[src/rtl/psc_trigger_pkg.sv]
// Shared constants, state encoding and helpers for the PSC trigger frame sequencer.
package psc_trigger_pkg;

   localparam int unsigned PSC_FRAME_LEN = 11;
   localparam logic [7:0]  PSC_SOP_CHAR  = 8'h3C;
   localparam logic [7:0]  PSC_EOP_CHAR  = 8'hBC;
   localparam logic [7:0]  PSC_IDLE_CHAR = 8'hBC;

   typedef enum logic [1:0] {
      ST_IDLE,
      ST_SEND,
      ST_GAP
   } seq_state_e;

   // Control characters sit at the SOP address and the two trailing EOP addresses.
   function automatic logic psc_is_k_addr(input logic [3:0] addr, input logic [3:0] last);
      return (addr == 4'd0) || (addr == last) || (addr == (last - 4'd1));
   endfunction

endpackage

[src/rtl/psc_heartbeat_timer.sv]
// Idle-cycle counter that flags when a heartbeat frame is due; PERIOD of 0 disables it.
module psc_heartbeat_timer #(
   parameter int unsigned PERIOD = 1000
) (
   input  logic clk,
   input  logic reset,
   input  logic count_en,
   input  logic clear,
   output logic expired
);

   localparam int unsigned W    = (PERIOD > 1) ? $clog2(PERIOD) : 1;
   localparam logic [W-1:0] LAST = (PERIOD == 0) ? '0 : W'(PERIOD - 1);

   logic [W-1:0] count_q, count_d;

   assign expired = (PERIOD != 0) && (count_q == LAST);

   // Count enabled cycles, saturating at expiry so a stalled heartbeat stays due.
   always_comb begin
      count_d = count_q;
      if (clear) begin
         count_d = '0;
      end else if (count_en && (PERIOD != 0) && !expired) begin
         count_d = count_q + W'(1);
      end
   end

   // Count register.
   always_ff @(posedge clk or posedge reset) begin
      if (reset) count_q <= '0;
      else       count_q <= count_d;
   end

endmodule

[src/rtl/psc_trigger_frame_sequencer.sv]
// Walks the trigger data ROM and streams one frame per trigger or heartbeat over valid/ready.
module psc_trigger_frame_sequencer
   import psc_trigger_pkg::*;
#(
   parameter int unsigned FRAME_LEN = PSC_FRAME_LEN,
   parameter int unsigned GAP_LEN   = 4,
   parameter int unsigned HB_PERIOD = 1000,
   parameter logic [7:0]  IDLE_CHAR = PSC_IDLE_CHAR,
   parameter int unsigned CNT_W     = 16
) (
   input  logic             clk,
   input  logic             reset,
   input  logic             trig_in,
   output logic [3:0]       rom_address,
   output logic             rom_is_trig,
   input  logic [7:0]       rom_data,
   output logic [7:0]       tx_data,
   output logic             tx_k,
   output logic             tx_valid,
   input  logic             tx_ready,
   output logic             busy,
   output logic [CNT_W-1:0] trig_count,
   output logic             trig_overrun
);

   localparam logic [3:0]    ADDR_LAST = 4'(FRAME_LEN - 1);
   localparam int unsigned   GW        = (GAP_LEN > 1) ? $clog2(GAP_LEN) : 1;
   localparam logic [GW-1:0] GAP_LAST  = GW'(GAP_LEN - 1);

   seq_state_e       state_q, state_d;
   logic [3:0]       rom_address_q, rom_address_d;
   logic             rom_is_trig_q, rom_is_trig_d;
   logic [7:0]       tx_data_q, tx_data_d;
   logic             tx_k_q, tx_k_d;
   logic             tx_valid_q, tx_valid_d;
   logic [CNT_W-1:0] trig_count_q, trig_count_d;
   logic             trig_overrun_q, trig_overrun_d;
   logic             pending_q, pending_d;
   logic [GW-1:0]    gap_cnt_q, gap_cnt_d;

   logic load;
   logic start;
   logic hb_expired;

   // The output register may take a new byte when empty or when the current one is accepted.
   assign load = !tx_valid_q || tx_ready;

   psc_heartbeat_timer #(
      .PERIOD (HB_PERIOD)
   ) u_hb_timer (
      .clk      (clk),
      .reset    (reset),
      .count_en (state_q == ST_IDLE),
      .clear    (start),
      .expired  (hb_expired)
   );

   // Next-state, output-register and bookkeeping logic.
   always_comb begin
      state_d        = state_q;
      rom_address_d  = rom_address_q;
      rom_is_trig_d  = rom_is_trig_q;
      tx_data_d      = tx_data_q;
      tx_k_d         = tx_k_q;
      tx_valid_d     = 1'b1;
      trig_count_d   = trig_count_q;
      trig_overrun_d = trig_overrun_q;
      pending_d      = pending_q;
      gap_cnt_d      = gap_cnt_q;
      start          = 1'b0;

      case (state_q)
         ST_IDLE: begin
            if (load) begin
               tx_data_d = IDLE_CHAR;
               tx_k_d    = 1'b1;
               if (pending_q) begin
                  rom_is_trig_d = 1'b1;
                  pending_d     = 1'b0;
                  start         = 1'b1;
               end else if (hb_expired) begin
                  rom_is_trig_d = 1'b0;
                  start         = 1'b1;
               end
               // Address 0 holds SOP for both frame kinds, so the ROM byte read with the
               // previous is_trig value is already correct for the first byte.
               if (start) begin
                  tx_data_d     = rom_data;
                  tx_k_d        = 1'b1;
                  rom_address_d = 4'd1;
                  state_d       = ST_SEND;
               end
            end
         end
         ST_SEND: begin
            if (load) begin
               tx_data_d = rom_data;
               tx_k_d    = psc_is_k_addr(rom_address_q, ADDR_LAST);
               if (rom_address_q == ADDR_LAST) begin
                  rom_address_d = 4'd0;
                  gap_cnt_d     = '0;
                  state_d       = ST_GAP;
                  if (rom_is_trig_q) trig_count_d = trig_count_q + CNT_W'(1);
               end else begin
                  rom_address_d = rom_address_q + 4'd1;
               end
            end
         end
         ST_GAP: begin
            if (load) begin
               tx_data_d = IDLE_CHAR;
               tx_k_d    = 1'b1;
               if (gap_cnt_q == GAP_LAST) state_d = ST_IDLE;
               else                       gap_cnt_d = gap_cnt_q + GW'(1);
            end
         end
         default: state_d = ST_IDLE;
      endcase

      // A request taken this cycle frees the slot before the new pulse is considered.
      if (trig_in) begin
         if (pending_d) trig_overrun_d = 1'b1;
         else           pending_d      = 1'b1;
      end
   end

   // State and output registers.
   always_ff @(posedge clk or posedge reset) begin
      if (reset) begin
         state_q        <= ST_IDLE;
         rom_address_q  <= '0;
         rom_is_trig_q  <= 1'b0;
         tx_data_q      <= IDLE_CHAR;
         tx_k_q         <= 1'b1;
         tx_valid_q     <= 1'b0;
         trig_count_q   <= '0;
         trig_overrun_q <= 1'b0;
         pending_q      <= 1'b0;
         gap_cnt_q      <= '0;
      end else begin
         state_q        <= state_d;
         rom_address_q  <= rom_address_d;
         rom_is_trig_q  <= rom_is_trig_d;
         tx_data_q      <= tx_data_d;
         tx_k_q         <= tx_k_d;
         tx_valid_q     <= tx_valid_d;
         trig_count_q   <= trig_count_d;
         trig_overrun_q <= trig_overrun_d;
         pending_q      <= pending_d;
         gap_cnt_q      <= gap_cnt_d;
      end
   end

   assign rom_address  = rom_address_q;
   assign rom_is_trig  = rom_is_trig_q;
   assign tx_data      = tx_data_q;
   assign tx_k         = tx_k_q;
   assign tx_valid     = tx_valid_q;
   assign busy         = (state_q != ST_IDLE);
   assign trig_count   = trig_count_q;
   assign trig_overrun = trig_overrun_q;

endmodule
[config.mk]
export PLATFORM = sky130hd
export DESIGN_NAME = psc_trigger_frame_sequencer
export DESIGN_NICKNAME = d
export VERILOG_FILES = /design/src/rtl/psc_trigger_pkg.sv /design/src/rtl/psc_heartbeat_timer.sv /design/src/rtl/psc_trigger_frame_sequencer.sv
export SDC_FILE = /design/constraint.sdc
export NUM_CORES = 1
export LEC_CHECK = 0
export CAP_MARGIN = 20
export CORE_ASPECT_RATIO = 0.7
export CORE_MARGIN = 2
export CORE_UTILIZATION = 55
export DETAILED_ROUTE_END_ITERATION = 6
export PLACE_DENSITY = 0.83
export SETUP_SLACK_MARGIN = 0.4
export SYNTH_ARGS = -nofsm -noshare
export SYNTH_HDL_FRONTEND = slang
export SYNTH_SLANG_ARGS = --single-unit
[constraint.sdc]
create_clock -name clk -period 3.7 [get_ports clk]
set_input_delay 0.74 -clock clk [delete_from_list [all_inputs] [get_ports clk]]
set_output_delay 0.74 -clock clk [all_outputs]
set_load 0.03 [all_outputs]
== Word-level counts from Yosys, hierarchy flattened ==
Index checks and enable logic that the tools add are counted.

* Register bits after elaboration: 47
* Output and inout bits: 33
* Word-level logic and storage cells: 91

* Add/subtract/negate cells: 4
* Equal/unequal tests: 14
* Multiplexer cells: 38
* Reductions and logical operators: 24

{| class="wikitable"
|+ Operators with widths
! cell !! number
|-
| $mux 8 || 4
|-
| $pmux 8 s3 || 1
|-
| $mux 10 || 2
|-
| $mux 2 || 10
|-
| $add 16x1->16 const B || 1
|-
| $mux 4 || 4
|-
| $ne 2x2->1 const B || 7
|-
| $mux 1 || 13
|-
| $reduce_and 4->1 || 3
|-
| $reduce_bool 2->1 || 6
|-
| $add 10x1->10 const B || 1
|-
| $eq 10x10->1 const B || 1
|-
| $eq 4x4->1 const B || 2
|-
| $pmux 4 s2 || 1
|-
| $pmux 2 s3 || 1
|-
| $reduce_and 3->1 || 2
|-
| $reduce_and 6->1 || 1
|-
| $reduce_and 5->1 || 1
|-
| $add 4x1->4 const B || 1
|-
| $eq 2x2->1 const B || 2
|-
| $logic_not 4->1 || 1
|-
| $pmux 2 s2 || 1
|-
| $logic_or 1x1->1 || 3
|-
| $reduce_bool 3->1 || 1
|-
| other kinds (9) || 10
|}

== Logic depth before layout (Yosys ltp) ==
* Word-level depth: 8
* Gate-level depth with buffers: 8

== By module ==
From an unflattened synthesis, not the netlist that was laid out.

* Cells, all modules: 249
* Area, all modules: 2514.9 µm²

{| class="wikitable"
|+ By module, submodules not included
! module !! times used !! cells an instance !! area each (µm²) !! sequential area each (µm²)
|-
| psc_trigger_frame_sequencer || 1 || 190 || 1955.6 || 933.4
|-
| psc_heartbeat_timer || 1 || 59 || 559.3 || 250.2
|}

== Worst setup path after synthesis ==
OpenSTA, ideal clock, no wires.

* Kind: register to output
* From: reg state_q[0]
* To: out busy
* Arrival: 1353 ps
* Required time: 2960 ps
* Setup slack: 1607 ps
* Cell stages (with the launch flop): 6
* Path buffers: 2
* Path through: dfrtp_1 > inv_1 > ha_1 > clkbuf_1 > clkbuf_1 > inv_1

* Word-level cells in the longest chain between the ends: 1

{| class="wikitable"
|+ Ends and longest elaborated chain
! item !! RTL line !! source
|-
| from (decl) || psc_trigger_frame_sequencer.sv:30 || <nowiki>seq_state_e state_q, state_d;</nowiki>
|-
| from (signal assigned) || psc_trigger_frame_sequencer.sv:141 || <nowiki>state_q <= state_d;</nowiki>
|-
| $reduce_bool 2->1 || psc_trigger_frame_sequencer.sv:159 || <nowiki>assign busy = (state_q != ST_IDLE);</nowiki>
|-
| to (decl) || psc_trigger_frame_sequencer.sv:21 || <nowiki>output logic busy,</nowiki>
|}

Every way passes these cells.

== Final worst setup path ==
Same ends and word-level chain as after synthesis.

==> out/qor.yml <==
synthesis:
  synth_top_cell_area_share_pct: 43.9
  yosys_warnings: 0
  syn_nets: 253
  yosys-top-cells-area: "dfrtp_1 (44%), dfstp_2 (6.7%), nand2_1 (4.8%)"
  synthArstFlopShare_pct: 100
  ys_ff_latch: 47
  syn_area_sq_mm: 0.00234
  synth_ff_type: "dfrtp_1"
  ys_seq_area_share_pct: 50.6
  syn_area_per_cell_sq_um: 9.99
  synth_top_area_cell: "dfrtp_1"
  synthDistinctLibCells: 46
  synthCells: 234
  synth_edf_count: 0
cts:
  clock_latency_ns: 0.30
  cts.clk_slew.worst_paths_ns: 0.09
  cts_root_buf: "clkbuf_8"
  clock_path_buffers: 2
  cts.htree.levels: 2
  cts_made_buffers: 5
  cts_setup_buffers: 0
  post_cts_resized: 0
  cts_hold_buf: 0
  cts.sinks: 47
  cts_tree: "built"
timing:
  max_freq_mhz: 368
  drv_slew: 0
  slew_headroom_pct: 37.3
  rsz0062_at_grt: "no"
  skew_ns: 0.00487
  period_needed_ns: 2.72
  finalSetupViolations: 0
  fin_setup_tns_ns: 0
  tightest_slew_ns: 0.940
  final_hold_viol_count: 0
  fin_crit_sh_pct: 73.4
hold_path:
  min_to: "trig_count[15]$_DFFE_PP0P_"
  hold_path_depth: 1
  worstHoldStart: "trig_count[15]$_DFFE_PP0P_"
  hp-class: "reg -> reg"
critical_path:
  worstSetupStartpointType: "register"
  rr_worst_depth: 7
  path_class: "reg -> out"
  timing.rr.end: "tx_data[5]$_DFFE_PP1P_"
  cp_cell_sequence: "inv_1 > ha_1 > buf_4 > inv_1 > clkdlybuf4s50_1"
  cp_top_family: "buffers and inverters"
  reg2reg_setup_slack_ns: 1.34
  critPathCaptureType: "output port"
  arrival_ns: 1.98
  cp_num_buf_inv: 4
  required_ns: 2.96
  path_max_fanout: 17
  slowest_delay_ns: 0.67
  crit_top_cell: "inv_1"
  reg2reg_from: "state_q[1]$_DFFE_PP0P_"
  cp_slowest_cell: "clkdlybuf4s50_1"
die:
  start_util_pct: 58.5
  core_sq_mm: 0.00399
  io_pins: 45
  row_count: 19
  die_w_microns: 81.9
  die_y_microns: 58.5
  dieArea_sq_mm: 0.00480
grt:
  grt_pass1_wl_microns: 8560
  antenna_found_initial: 0
  grt_overflow: 0
  grt_max_degree: 48
  grt_pass1_vias: 1807
  track_usage_pct: 23.8
cells_and_area:
  area_growth_pct: 25.8
  drive_gt1_share_pct: 10.8
  multi_input_area_sq_mm: 0.00109
  postLayoutCoreUtil_pct: 73.6
  fillers: 271
  final_common_cell: "clkdlybuf4s50_1"
  nNetsFinal: 297
  final_cell_mix: "clkdlybuf4s50_1 (44), dfrtp_1 (41), nand2_1 (30), nor2_1 (22), a21oi_1 (13)"
  regArea_sq_mm: 0.00118
  stdcell_area_sq_mm: 0.00294
  diodes: 0
routing:
  first_pass_iters: 4
  drt_iter0_drc: 157
  routedWlPerCell_microns: 15.3
  wirelength_microns: 5070
  drc: 0
  via_per_inst: 5.75
  ant_nets: 0
  vias: 1902
pwr:
  p_per_area_mw_per_mm2: 725
  ir_worst_vdd_mv: 0.749
  power_w: 0.00213
  leakage_nw: 1.30
outcome:
  status: "finished clean"
place:
  place.gp.congestion: 0.811
  portBuffers: 44
  dp_hpwl_microns: 3580
  dpl-instance-area_sq_mm: 0.00282
run:
  maxCapViolCount: 0
## final cells by class
cell class,instances,share of cell area [%]
flip-flops and latches,47,40.3
multi-input cells,171,37.1
repair buffers,45,15.2
clock buffers,6,2.81
well taps,52,2.21
clock inverters,2,1.32
inverters,8,1.02
## registers in the layout (all words and copies together), names as in the netlist
register,cells
trig_count,16
state_q,2
gap_cnt_q,2
rom_address,4
rom_is_trig,1
pending_q,1
trig_overrun,1
tx_k,1
u_hb_timer.count_q,10
tx_valid,1
tx_data,8
## routing by layer
| layer | wire length (microns) | global-route usage, % | up-vias |
|---|---|---|---|
| met5 | 0 | 0 | - |
| met4 | 34 | 6.67 | 0 |
| met3 | 315 | 5.83 | 5 |
| met2 | 2300 | 34.1 | 77 |
| met1 | 2420 | 36.2 | 914 |
| li1 | - | - | 906 |
## worst max-delay path by stage
stage | from | endpoint | slack (ns) | depth (start not counted)
final | state_q[0]$_DFFE_PP0P_ | busy | 0.98 | 5
after global routing | state_q[0]$_DFFE_PP0P_ | busy | 0.88 | 5
after CTS | state_q[0]$_DFFE_PP0P_ | busy | 0.99 | 5
after detailed placement | tx_ready | tx_data[5]$_DFFE_PP1P_ | 0.92 | 6
after global placement | tx_ready | tx_data[5]$_DFFE_PP1P_ | 1.00 | 6
after floorplan | state_q[0]$_DFFE_PP0P_ | busy | 1.61 | 5
## through the flow
stage / std cells / hold slack, ns / setup WS [ns]
after floorplan: 234 / 0.457 / 1.61
after global placement: 323 / 0.460 / 1.00
after detailed placement: 323 / 0.463 / 0.923
after CTS: 331 / 0.479 / 0.987
after global routing: 331 / 0.494 / 0.884
final: 331 / 0.478 / 0.983
## synthesized netlist by cell type (all sizes together), types with 2 or more instances
cell type / count
dfrtp: 41
nand2: 30
nor2: 22
a21oi: 14
nand4: 10
o21ai: 10
xnor2: 10
xor2: 10
clkbuf: 8
inv: 8
ha: 7
nand3: 7
and3: 6
dfstp: 6
a22o: 5
mux2: 5
nor3: 4
nand2b: 3
o211ai: 3
a31o: 2
mux2i: 2
o22ai: 2
o31ai: 2
or3: 2
## power by group
part / switching, W / leakage (nW) / internal [W]
Sequential: 0.000113 / 0.598 / 0.000653
Combinational: 0.000584 / 0.642 / 0.000386
Clock: 0.000174 / 0.0618 / 0.000222
Total: 0.000871 / 1.30 / 0.00126
## logic make-up (layout without fill, tap and decap cells)
family | count (synthesis) | in the layout | share of synthesized area, %
other cells | 1 | 1 | 0.160
simple gates | 91 | 91 | 19.1
compound gates | 45 | 45 | 13.0
mux | 7 | 7 | 3.27
buf+inv | 16 | 61 | 2.62
flops | 47 | 47 | 50.6
xor+xnor | 20 | 20 | 7.49
fa+ha+maj | 7 | 7 | 3.75
No activity file was read; power rests on OpenSTA's default activity.
